## config.mk

```make
export PLATFORM = sky130hd
export DESIGN_NAME = wisc_trace_tx
export DESIGN_NICKNAME = d
export VERILOG_FILES = /design/src/rtl/wisc_trace_pkg.sv /design/src/rtl/trace_evt_fifo.sv /design/src/rtl/wisc_trace_tx.sv
export SDC_FILE = /design/constraint.sdc
export NUM_CORES = 1
export LEC_CHECK = 0
export CORE_UTILIZATION = 45
export DETAILED_ROUTE_END_ITERATION = 8
export HOLD_SLACK_MARGIN = 0.1
export PLACE_DENSITY = 0.71
export SLEW_MARGIN = 5
export SYNTH_ARGS = -nofsm -noshare
export SYNTH_HDL_FRONTEND = slang
export SYNTH_HIERARCHICAL = 1
export SYNTH_SLANG_ARGS = --single-unit
```

## constraint.sdc

```tcl
create_clock -name clk -period 12.64 [get_ports clk]
set_input_delay 1.896 -clock clk [delete_from_list [all_inputs] [get_ports clk]]
set_output_delay 1.896 -clock clk [all_outputs]
set_load 0.1 [all_outputs]
```

## src/rtl/wisc_trace_pkg.sv

```systemverilog
`default_nettype none
// ---------------------------------------------------------------------------
// wisc_trace_pkg: shared record, stat-select, FSM and event-entry definitions.
// Rev 1.0
// ---------------------------------------------------------------------------
package wisc_trace_pkg;

  localparam logic [1:0] REC_REG   = 2'd0;
  localparam logic [1:0] REC_LOAD  = 2'd1;
  localparam logic [1:0] REC_STORE = 2'd2;
  localparam logic [1:0] REC_HALT  = 2'd3;

  localparam logic [2:0] STAT_CYCLES = 3'd0;
  localparam logic [2:0] STAT_INST   = 3'd1;
  localparam logic [2:0] STAT_IREQ   = 3'd2;
  localparam logic [2:0] STAT_IHIT   = 3'd3;
  localparam logic [2:0] STAT_DREQ   = 3'd4;
  localparam logic [2:0] STAT_DHIT   = 3'd5;
  localparam logic [2:0] STAT_DROPS  = 3'd6;
  localparam int         NUM_STATS   = 7;

  localparam logic [1:0] S_IDLE  = 2'd0;
  localparam logic [1:0] S_EMIT  = 2'd1;
  localparam logic [1:0] S_HALTR = 2'd2;
  localparam logic [1:0] S_DONE  = 2'd3;

  // Flag order inside an entry is also the record emission order.
  typedef struct packed {
    logic rg;
    logic ld;
    logic st;
  } evt_flags_t;

  // Entry layout: {flags, WriteRegister, WriteData, MemAddress, MemDataIn, MemDataOut}
  function automatic int entry_width(input int aw, input int rw);
    return 3 + rw + 4 * aw;
  endfunction

endpackage
`default_nettype wire

```

## src/rtl/trace_evt_fifo.sv

```systemverilog
`default_nettype none
// ---------------------------------------------------------------------------
// trace_evt_fifo: synchronous FIFO, simultaneous push/pop, push ignored when full.
// Rev 1.0
// ---------------------------------------------------------------------------
module trace_evt_fifo #(
  parameter int WIDTH = 8,
  parameter int DEPTH = 8
) (
  input  logic             clk,
  input  logic             rst,
  input  logic             push_i,
  input  logic [WIDTH-1:0] data_i,
  input  logic             pop_i,
  output logic [WIDTH-1:0] data_o,
  output logic             full_o,
  output logic             empty_o
);

  localparam int AW = $clog2(DEPTH);

  logic [WIDTH-1:0] mem_q [DEPTH];
  logic [AW:0]      wr_ptr_q;
  logic [AW:0]      rd_ptr_q;
  logic             do_push;
  logic             do_pop;

  // Extra pointer bit distinguishes full from empty when indices match.
  assign empty_o = (wr_ptr_q == rd_ptr_q);
  assign full_o  = (wr_ptr_q[AW] != rd_ptr_q[AW]) &&
                   (wr_ptr_q[AW-1:0] == rd_ptr_q[AW-1:0]);
  assign do_push = push_i && !full_o;
  assign do_pop  = pop_i && !empty_o;
  assign data_o  = mem_q[rd_ptr_q[AW-1:0]];

  always_ff @(posedge clk) begin
    if (rst) begin
      wr_ptr_q <= '0;
      rd_ptr_q <= '0;
    end else begin
      if (do_push) wr_ptr_q <= wr_ptr_q + (AW+1)'(1);
      if (do_pop)  rd_ptr_q <= rd_ptr_q + (AW+1)'(1);
    end
  end

  always_ff @(posedge clk) begin
    if (do_push) mem_q[wr_ptr_q[AW-1:0]] <= data_i;
  end

endmodule
`default_nettype wire

```

## src/rtl/wisc_trace_tx.sv

```systemverilog
`default_nettype none
// ---------------------------------------------------------------------------
// wisc_trace_tx: capture write-back retire events, serialize REG/LOAD/STORE/HALT.
// Rev 1.0
// ---------------------------------------------------------------------------
module wisc_trace_tx
  import wisc_trace_pkg::*;
#(
  parameter int ARCH_WIDTH = 16,
  parameter int REG_WIDTH  = 4,
  parameter int CNT_WIDTH  = 32,
  parameter int FIFO_DEPTH = 8
) (
  input  logic                  clk,
  input  logic                  rst,
  input  logic                  Halt,
  input  logic                  RegWrite,
  input  logic [REG_WIDTH-1:0]  WriteRegister,
  input  logic [ARCH_WIDTH-1:0] WriteData,
  input  logic                  MemRead,
  input  logic                  MemWrite,
  input  logic [ARCH_WIDTH-1:0] MemAddress,
  input  logic [ARCH_WIDTH-1:0] MemDataIn,
  input  logic [ARCH_WIDTH-1:0] MemDataOut,
  input  logic                  icache_req,
  input  logic                  icache_hit,
  input  logic                  dcache_req,
  input  logic                  dcache_hit,
  input  logic                  rec_ready,
  output logic                  rec_valid,
  output logic [1:0]            rec_type,
  output logic [ARCH_WIDTH-1:0] rec_addr,
  output logic [ARCH_WIDTH-1:0] rec_data,
  input  logic [2:0]            stat_sel,
  output logic [CNT_WIDTH-1:0]  stat_value,
  output logic                  overflow,
  output logic                  done
);

  localparam int EW = entry_width(ARCH_WIDTH, REG_WIDTH);

  logic [2:0]            since_q;
  logic                  halt_q;
  logic                  overflow_q;
  logic [CNT_WIDTH-1:0]  cnt_q [NUM_STATS];
  logic [NUM_STATS-1:0]  stat_inc;

  logic [1:0]            state_q, state_d;
  logic [2:0]            flags_q, flags_d;
  logic [2:0]            sel_mask;
  logic [REG_WIDTH-1:0]  cur_wreg_q;
  logic [ARCH_WIDTH-1:0] cur_wdata_q, cur_addr_q, cur_sdata_q, cur_ldata_q;

  logic                  reg_f, capture, want_push, drop;
  logic                  fifo_full, fifo_empty, fifo_pop;
  logic [EW-1:0]         push_entry, pop_entry;
  evt_flags_t            pop_flags;
  logic [REG_WIDTH-1:0]  pop_wreg;
  logic [ARCH_WIDTH-1:0] pop_wdata, pop_addr, pop_sdata, pop_ldata;

  // The first cycles after reset retire a spurious write to R0; hide it.
  assign reg_f      = RegWrite && !((WriteRegister == '0) && (since_q < 3'd4));
  assign capture    = !halt_q;
  assign want_push  = capture && (reg_f || MemRead || MemWrite);
  assign drop       = want_push && fifo_full;
  assign push_entry = {reg_f, MemRead, MemWrite, WriteRegister, WriteData,
                       MemAddress, MemDataIn, MemDataOut};
  assign {pop_flags, pop_wreg, pop_wdata, pop_addr, pop_sdata, pop_ldata} = pop_entry;
  assign fifo_pop   = (state_q == S_IDLE) && !fifo_empty;

  trace_evt_fifo #(
    .WIDTH (EW),
    .DEPTH (FIFO_DEPTH)
  ) u_fifo (
    .clk     (clk),
    .rst     (rst),
    .push_i  (want_push),
    .data_i  (push_entry),
    .pop_i   (fifo_pop),
    .data_o  (pop_entry),
    .full_o  (fifo_full),
    .empty_o (fifo_empty)
  );

  always_comb begin
    stat_inc              = '0;
    stat_inc[STAT_CYCLES] = 1'b1;
    stat_inc[STAT_INST]   = Halt || reg_f || MemWrite;
    stat_inc[STAT_IREQ]   = icache_req;
    stat_inc[STAT_IHIT]   = icache_hit;
    stat_inc[STAT_DREQ]   = dcache_req;
    stat_inc[STAT_DHIT]   = dcache_hit;
    stat_inc[STAT_DROPS]  = drop;
  end

  always_ff @(posedge clk) begin
    if (rst) begin
      since_q    <= '0;
      halt_q     <= 1'b0;
      overflow_q <= 1'b0;
      for (int i = 0; i < NUM_STATS; i++) cnt_q[i] <= '0;
    end else begin
      if (since_q != 3'd7) since_q <= since_q + 3'd1;
      // The Halt cycle itself still counts; everything after is frozen.
      if (capture) begin
        for (int i = 0; i < NUM_STATS; i++)
          cnt_q[i] <= cnt_q[i] + CNT_WIDTH'(stat_inc[i]);
        if (drop) overflow_q <= 1'b1;
        if (Halt) halt_q <= 1'b1;
      end
    end
  end

  always_comb begin
    stat_value = '0;
    case (stat_sel)
      STAT_CYCLES: stat_value = cnt_q[0];
      STAT_INST:   stat_value = cnt_q[1];
      STAT_IREQ:   stat_value = cnt_q[2];
      STAT_IHIT:   stat_value = cnt_q[3];
      STAT_DREQ:   stat_value = cnt_q[4];
      STAT_DHIT:   stat_value = cnt_q[5];
      STAT_DROPS:  stat_value = cnt_q[6];
      default:     stat_value = '0;
    endcase
  end

  always_comb begin
    state_d   = state_q;
    flags_d   = flags_q;
    sel_mask  = 3'b000;
    rec_valid = 1'b0;
    rec_type  = REC_REG;
    rec_addr  = '0;
    rec_data  = '0;
    case (state_q)
      S_IDLE: begin
        if (!fifo_empty) begin
          state_d = S_EMIT;
          flags_d = pop_flags;
        end else if (halt_q) begin
          state_d = S_HALTR;
        end
      end
      S_EMIT: begin
        rec_valid = 1'b1;
        if (flags_q[2]) begin
          rec_type = REC_REG;
          rec_addr = ARCH_WIDTH'(cur_wreg_q);
          rec_data = cur_wdata_q;
          sel_mask = 3'b100;
        end else if (flags_q[1]) begin
          rec_type = REC_LOAD;
          rec_addr = cur_addr_q;
          rec_data = cur_ldata_q;
          sel_mask = 3'b010;
        end else begin
          rec_type = REC_STORE;
          rec_addr = cur_addr_q;
          rec_data = cur_sdata_q;
          sel_mask = 3'b001;
        end
        if (rec_ready) begin
          flags_d = flags_q & ~sel_mask;
          if (flags_d == 3'b000) state_d = S_IDLE;
        end
      end
      S_HALTR: begin
        rec_valid = 1'b1;
        rec_type  = REC_HALT;
        if (rec_ready) state_d = S_DONE;
      end
      S_DONE:  state_d = S_DONE;
      default: state_d = S_IDLE;
    endcase
  end

  always_ff @(posedge clk) begin
    if (rst) begin
      state_q     <= S_IDLE;
      flags_q     <= '0;
      cur_wreg_q  <= '0;
      cur_wdata_q <= '0;
      cur_addr_q  <= '0;
      cur_sdata_q <= '0;
      cur_ldata_q <= '0;
    end else begin
      state_q <= state_d;
      flags_q <= flags_d;
      if (fifo_pop) begin
        cur_wreg_q  <= pop_wreg;
        cur_wdata_q <= pop_wdata;
        cur_addr_q  <= pop_addr;
        cur_sdata_q <= pop_sdata;
        cur_ldata_q <= pop_ldata;
      end
    end
  end

  assign overflow = overflow_q;
  assign done     = (state_q == S_DONE);

endmodule
`default_nettype wire
```

Yosys cells after proc, flatten, opt, wreduce, memory -nomap -nowiden
Memory sizes are Yosys's and may differ from the RTL's. A register that Yosys moved wholly into a read port is not among the register bits. Index checks and enable logic that the tools add are counted.

Div/mod/pow operators: 0. Shift operators: 0. Multipliers: 0. Equal/unequal tests: 18. Order comparisons: 1. $add $sub $neg: 10. Multiplexer cells: 40. Bitwise operators: 10. Reductions and logical operators: 25.

Operators by type and width (count): 32-bit two-way mux (7); 32-bit one-hot mux with 7 select lines (1); 32-bit by 1-bit adder with 32-bit output (6); 16-bit two-way mux (5); 32-bit by 1-bit adder with 32-bit output, second input constant (1); 3-bit two-way mux (6); 2-bit two-way mux (8); 1-bit two-way mux (10); 3-bit equality test, second input constant (3); 4-bit by 1-bit adder with 4-bit output, second input constant (2); 1-bit logical AND (8); 2-bit != test, second input constant (4); 2-bit one-hot mux with 4 select lines (1); 1-bit bitwise OR (7); 3-bit by 2-bit equality test with 1-bit output, second input constant (2); 3-bit logical NOT (2); 3-bit != test, second input constant (2); 3-bit one-hot mux with 2 select lines (1); 2-bit equality test, second input constant (2); 4-bit equality test (1); 1-bit logical NOT (4); 4-bit logical NOT (1); 1-bit logical OR (4); 2-bit one-hot mux with 2 select lines (1); 15 further kinds (15).

Word-level logic and storage cells: 118. Bits of input ports: 82. Register bits: 86. ROM bits: 0. Memories kept: 2. Bits in latches: 0. RAM bits: 792.

Memory list: u_fifo.mem_q (depth 8, bits a word 71, read ports 1, clocked after Yosys merged registers in 1, write ports 1, RTL line trace_evt_fifo.sv:22) `logic [WIDTH-1:0] mem_q [DEPTH];`; cnt_q (depth 7, bits a word 32, read ports 7, clocked after Yosys merged registers in 0, write ports 7, RTL line wisc_trace_tx.sv:45) `logic [CNT_WIDTH-1:0] cnt_q [NUM_STATS];`.

Longest topological paths before layout
Gate-level depths: netlist (run 1).

Depth after elaboration: 10. Depth in mapped cells: 12.

Hierarchy
Netlist (run 1), hierarchy kept.

Modules (own cells, without submodules): trace_evt_fifo (cells an instance 905, times used 1, area an instance 22061.2 um^2); wisc_trace_tx (cells an instance 1884, times used 1, area an instance 17758.3 um^2).

Least setup slack after synthesis (run 1)
OpenSTA, ideal clock, no wires.

Kind: input port to flip-flop. Start: input WriteRegister[0]. End: memory u_fifo/mem_q[5][0] in the netlist's numbering, enable pin. Required time: 11940 ps. Slack: 2105 ps. Stages: 5. Setup time: 700 ps. Data arrival time: 9835 ps. Path through: or4_1 > o21a_1 > o31a_1 > nand2_1 > nor4b_1.

Word-level cells in the longest chain between the ends: 10.

RTL lines: start, declared (RTL line wisc_trace_tx.sv:18) `input logic [REG_WIDTH-1:0] WriteRegister,`; 4-bit logical NOT (RTL line wisc_trace_tx.sv:62) `assign reg_f = RegWrite && !((WriteRegister == '0) && (since_q < 3'd4));`; 1-bit logical AND (RTL line wisc_trace_tx.sv:62); 1-bit logical NOT (RTL line wisc_trace_tx.sv:62); 1-bit logical AND (RTL line wisc_trace_tx.sv:62); net reg_f (RTL line wisc_trace_tx.sv:54) `logic reg_f, capture, want_push, drop;`; 1-bit logical OR (2 in a row) (RTL line wisc_trace_tx.sv:64) `assign want_push = capture && (reg_f || MemRead || MemWrite);`; 1-bit logical AND (RTL line wisc_trace_tx.sv:64); net want_push (RTL line wisc_trace_tx.sv:54); 1-bit logical AND (RTL line trace_evt_fifo.sv:32) `assign do_push = push_i && !full_o;`; 1-bit two-way mux (RTL line trace_evt_fifo.sv:47) `if (do_push) mem_q[wr_ptr_q[AW-1:0]] <= data_i;`; 1-bit two-way mux (implied by the code) (RTL line trace_evt_fifo.sv:47); end, declared (RTL line trace_evt_fifo.sv:22).

The timed path passes the listed nets, and every way through them passes these cells.

Final worst setup path (run 1)
Start: input stat_sel[1]. End: output stat_value[29].

Word-level cells in the longest chain between the ends: 2. Elaborated cells between the ends (all ways): 8. Those cells by class: 6 x eq/ne; 1 x mux; 1 x reduce/logical.

RTL lines: start, declared (RTL line wisc_trace_tx.sv:34) `input logic [2:0] stat_sel,`; 3-bit equality test, or another cell as far along (RTL line wisc_trace_tx.sv:116) `case (stat_sel)`; 32-bit one-hot mux with 7 select lines (*) (RTL line wisc_trace_tx.sv:116); end, declared (RTL line wisc_trace_tx.sv:35) `output logic [CNT_WIDTH-1:0] stat_value,`.

Mark *: on every way between the ends. The rest lies on a longest branch, timed or not.

==> run_results.csv, run 1 <==
group,metric,value,unit
die,start_util,0.4569,
synthesis,ys_seq_area_frac,0.6420,
setup_path,worstSetupPathType,"in2out",
synthesis,syn_area,39820,um^2
timing,hold_viol,0,
clocking,clock-sinks,881,
layout,finalNetCount,2987,
die,core_area,87160,um^2
setup_path,crit_slowest_cell,"clkdlybuf4s50_1",
die,io_pins,151,
synthesis,netlist_instances,2789,
routing,dr.pass1.iters,6,
clocking,post-cts-setup-buffers,0,
global_routing,grt_max_degree,95,
worst_hold_path,hold_path_class,"reg2reg",
layout,area_growth,13.84,%
pwr,p_leak,14.20,nW
timing,whs,0.4477,ns
setup_path,path_buf_inv,3,
die,dieArea,89680,um^2
setup_path,critPathArrivalTime,5.71,ns
timing,finalCriticalPeriod,7.602,ns
timing,worstMarginPinSlew,1.184,ns
place,dp.cells,3948,
place,place_hpwl,63.21,mm
setup_path,crit_path_max_incr_delay,1.16,ns
synthesis,synthesis.nets,2892,
setup_path,critPathRequiredTime,10.74,ns
timing,rsz0062_at_grt,"false",
global_routing,antenna_found_initial,9,
synthesis,yosys_warnings,6,
global_routing,grt_pass1_vias,24691,
layout,regArea,25580,um^2
synthesis,synth.most_common_cell,"edfxtp_1",
job,maxCapViolations,0,
setup_path,worst-path-max-fanout,55,
clocking,post_cts_resize_count,0,
synthesis,ys.flop_type,"edfxtp_1",
timing,fmax,131.5,MHz
die,std_cell_rows,108,
timing,slew_viol_final,0,
synthesis,synth-seq-cells,881,
synthesis,ys_top_cells_by_area,"edfxtp_1, mux4_2, dfxtp_1",
clocking,cts-root-buf,"clkbuf_16",
setup_path,rrSetupSlack,8.49,ns
clocking,clock_path_buffers,3,
clocking,clk_latency,0.70,ns
synthesis,syn_area_per_cell,14.28,um^2
layout,multiInputGateArea,13370,um^2
setup_path,crit_chain,"buf_2, buf_4, nor2b_1, and2_1, a21o_1, clkdlybuf4s50_1",
place,place_congestion,0.9273,
synthesis,yosysUniqueCellTypes,62,
routing,routed_wl,100.0,mm
routing,drc,0,
routing,via_per_inst,6.087,
clocking,clkSlewWorstSetupHoldPaths,0.06,ns
clocking,htree_levels,3,
timing,finalSetupViolations,0,
routing,wl_per_cell,24.30,um
clocking,numCtsBuffers,89,
synthesis,synthArstFlopShare,0,
clocking,hold_buffers,0,
layout,stdcell_count,4116,
global_routing,overflow,0,
die,die_h,299.5,um
setup_path,cp-end-kind,"output port",
timing,worst_clock_skew,0.05955,ns
layout,drive_gt1_frac,0.1558,
timing,slew_headroom,0.2082,
routing,ant_nets,0,
pwr,irDropWorstVdd,142.8,uV
synthesis,synth_edf_count,792,
synthesis,yosys.area.top_type,"edfxtp_1",
timing,post-route-period-util,0.6014,
setup_path,cp-start-kind,"input port",
synthesis,yosysTopAreaCellShare,0.5973,
global_routing,groute.usage.overall,0.2222,
place,io_buffers,150,
setup_path,critical_path.top_delay_family,"buffers and inverters",
timing,fin_tns_setup,0,ns
die,fp.dieW,299.5,um
synthesis,synth_common_cells,"edfxtp_1, nand2_1, a21oi_1",
routing,vias,25054,
status,outcome,"complete, no violations",
global_routing,grt_pass1_wl,151.6,mm
layout,fillCellCount,7123,
pwr,power.density,168.7,nW/um^2
clocking,cts_tree,"built",
routing,drtIter0Drc,2547,
-- logic make-up after synthesis --
family,share of synthesized area
flops,0.6420
simple gates,0.1095
compound gates,0.06250
mux,0.1358
buf+inv,0.02372
xor+xnor,0.01958
fa+ha+maj,0.006850
-- cell type report --
| cell class | count | area share |
|---|---|---|
| Antenna cell | 3 | 0.0001656 |
| Clock buffer | 114 | 0.05275 |
| Clock inverter | 51 | 0.01430 |
| Inverter | 38 | 0.003147 |
| Multi-Input combinational cell | 1689 | 0.2950 |
| Sequential cell | 881 | 0.5642 |
| Tap cell | 1155 | 0.03188 |
| Timing Repair Buffer | 185 | 0.03853 |
-- sequential cells by signal, indices dropped and copies added (netlist names), named ones only --
name	count
since_q	3
cur_wdata_q	16
flags_q	3
state_q	2
cur_ldata_q	16
cur_sdata_q	16
cur_wreg_q	4
cnt_q	224
cur_addr_q	16
halt_q	1
u_fifo/mem_q	568
u_fifo/rd_ptr_q	4
overflow	1
u_fifo/wr_ptr_q	4
-- worst register-to-register path: cells and delay by family, from the launching register on --
family	cells	cell delay (ns)
buffers and inverters	1	0.14
AND/OR/NAND/NOR	4	2.18
AO/OA/AOI/OAI	2	0.61
adder cells (fa/ha/maj)	1	0.17
flip-flops	1	0.62
XOR/XNOR	1	0.24
-- power breakdown --
group	switching, mW	internal, mW
combinational	0.816	0.527
sequential	0.190	3.40
clock	1.15	1.56
total	2.16	5.49
-- final timing paths --
kind,start,endpoint,cells past startpoint
max,stat_sel[1],stat_value[29],6
min,overflow,overflow,2
max reg2reg,u_fifo/wr_ptr_q[2],cnt_q[6][23],9
min reg2reg,overflow,overflow,2
-- per-stage QoR --
step | utilization | cell area, um^2 | worst slack, ns | total power [mW]
after floorplan | - | 39820 | 2.105 | 4.609
after global placement | 0.4851 | 42280 | 5.133 | 4.956
after detailed placement | 0.4851 | 42280 | 5.135 | 4.998
after CTS | 0.5200 | 45320 | 5.134 | 7.702
after global routing | 0.5201 | 45330 | 4.866 | 7.912
final | 0.5201 | 45330 | 5.038 | 7.646
-- layer usage --
layer,wire length (um),GRT usage,up-vias
met5,65,0,-
met1,40570,0.2974,12786
met2,48670,0.3624,950
li1,-,-,11130
met4,3384,0.08698,10
met3,7342,0.03798,178
-- layout by cell type, fill, tap and decap left out, drive strengths merged, types with 40 or more instances in the layout --
master | synthesis | routed
edfxtp | 792 | 792
xnor2 | 44 | 44
clkdlybuf4s50 | 0 | 146
mux2i | 60 | 60
clkbuf | 110 | 114
dfxtp | 89 | 89
or3 | 62 | 62
nand3 | 70 | 70
nor2 | 143 | 143
and2 | 46 | 46
o31ai | 69 | 69
or4 | 79 | 79
xor2 | 45 | 45
mux4 | 161 | 161
mux2 | 105 | 105
o21ai | 66 | 66
a21oi | 221 | 221
inv | 36 | 40
nand2 | 235 | 235
nand4 | 63 | 63
Note: power is estimated with default switching activity, not from simulation.
==> run 2, diff against run 1 <==
Clock period 12.64 ns to 7.4 ns, I/O delays scaled along.
==> run_results.csv, run 2 (synthesized netlist as in run 1, its figures left out) <==
group,metric,value,unit
timing,slew_viol_final,0,
global_routing,antenna_found_initial,11,
clocking,numCtsBuffers,90,
setup_path,critPathArrivalTime,4.60,ns
layout,post-route-util,0.5220,
timing,whs,0.4434,ns
layout,mostFrequentLayoutCells,"edfxtp_1, nand2_1, a21oi_1, mux4_2, clkdlybuf4s50_1",
status,outcome,"complete, no violations",
routing,via_per_inst,6.065,
clocking,clock-sinks,881,
clocking,clkSlewWorstSetupHoldPaths,0.06,ns
clocking,cts_tree,"built",
place,io_buffers,150,
die,die_h,299.5,um
routing,wl_per_cell,24.13,um
place,place_congestion,0.9620,
die,io_pins,151,
timing,finalCriticalPeriod,5.714,ns
global_routing,grt_pass1_wl,149.7,mm
timing,worst_clock_skew,0.09100,ns
layout,multiInputGateArea,13380,um^2
clocking,clock_path_buffers,3,
layout,area_growth,14.26,%
global_routing,grt_pass1_vias,24548,
timing,fmax,175.0,MHz
pwr,power.density,290.3,nW/um^2
pwr,irDropWorstVdd,239.2,uV
timing,hold_viol,0,
global_routing,groute.usage.overall,0.2193,
routing,routed_wl,99.43,mm
clocking,cts-root-buf,"clkbuf_16",
die,std_cell_rows,108,
routing,drc,0,
layout,largest_reg_flops,568,
timing,rsz0062_at_grt,"false",
layout,finalNetCount,2986,
clocking,hold_buffers,0,
place,place_hpwl,62.27,mm
worst_hold_path,hold_path_class,"reg2reg",
clocking,clk_latency,0.69,ns
die,fp.dieW,299.5,um
die,start_util,0.4569,
setup_path,cp-start-kind,"input port",
timing,post-route-period-util,0.7722,
layout,final_common_cell,"edfxtp_1",
setup_path,worst-path-max-fanout,23,
routing,drtIter0Drc,2713,
worst_hold_path,min_path_cells,2,
layout,drive_gt1_frac,0.1618,
pwr,p_leak,14.28,nW
layout,regArea,25580,um^2
routing,ant_nets,0,
clocking,post_cts_resize_count,0,
clocking,htree_levels,3,
timing,slew_headroom,0.2127,
place,place_area,42300,um^2
layout,design_area,45500,um^2
clocking,post-cts-setup-buffers,0,
die,dieArea,89680,um^2
setup_path,worstSetupPathType,"in2out",
global_routing,overflow,0,
timing,worstMarginPinSlew,1.181,ns
routing,dr.pass1.iters,6,
setup_path,reg2reg_depth,9,
setup_path,cp-end-kind,"output port",
routing,vias,24993,
global_routing,grt_max_degree,208,
layout,fillCellCount,7035,
timing,finalSetupViolations,0,
setup_path,critPathRequiredTime,6.29,ns
die,core_area,87160,um^2
job,maxCapViolations,0,
run 2: changes by cell type in the layout (fill, tap and decap cells not counted), moves of 2 or more:
cell | previous run | this run
buf_12 | 0 | 2
diode_2 | 3 | 5
buf_4 | 36 | 33
clkbuf_8 | 7 | 11
clkbuf_1 | 18 | 7
clkinvlp_4 | 4 | 7
inv_6 | 1 | 3
clkinv_2 | 15 | 22
clkinv_1 | 15 | 12
run 2: critical path, stage by stage:
cell	delay, ns
buf_2	0.44
clkinv_1	0.41
nor2_1	0.98
a22oi_1	0.16
o22ai_1	0.31
clkdlybuf4s50_1	1.18
run 2: power by group:
part	leakage [nW]	internal, mW	switching [mW]
clock	1.55	2.77	2.00
combinational	4.28	0.901	1.35
sequential	8.45	5.81	0.374
run 2: layer usage:
layer | global-route usage | share of wire | vias up
met5 | 0 | 0.00095 | -
li1 | - | - | 11112
met1 | 0.2915 | 0.39 | 12568
met2 | 0.3574 | 0.49 | 1095
met4 | 0.08673 | 0.039 | 14
met3 | 0.04044 | 0.083 | 204
run 2: layout make-up:
type                    instances  area share
clock buffers                 108     0.05340
clock inverters                62     0.01666
diodes                          5   0.0002750
well taps                    1155     0.03176
repair buffers                183     0.03855
flip-flops and latches        881      0.5621
inverters                      38    0.003135
multi-input cells            1689      0.2941
run 2: path summary, 6_finish.rpt:
kind                                         start             to  slack (ns)
worst min register to register            overflow       overflow        0.44
worst max register to register  u_fifo/wr_ptr_q[2]   cnt_q[6][29]        3.27
worst max-delay path                   stat_sel[0]  stat_value[9]        1.69
worst min-delay path                      overflow       overflow        0.44
run 2: metrics by stage:
step                      std cells  setup WS, ns  setup TNS [ns]  total power, mW
after floorplan                2789        -2.349         -745.74            7.866
after global placement         3946         1.860               0            8.465
after detailed placement       3946         1.786               0            8.533
after CTS                      4116         1.776               0            13.30
after global routing           4119         1.501               0            13.67
final                          4121         1.686               0            13.21
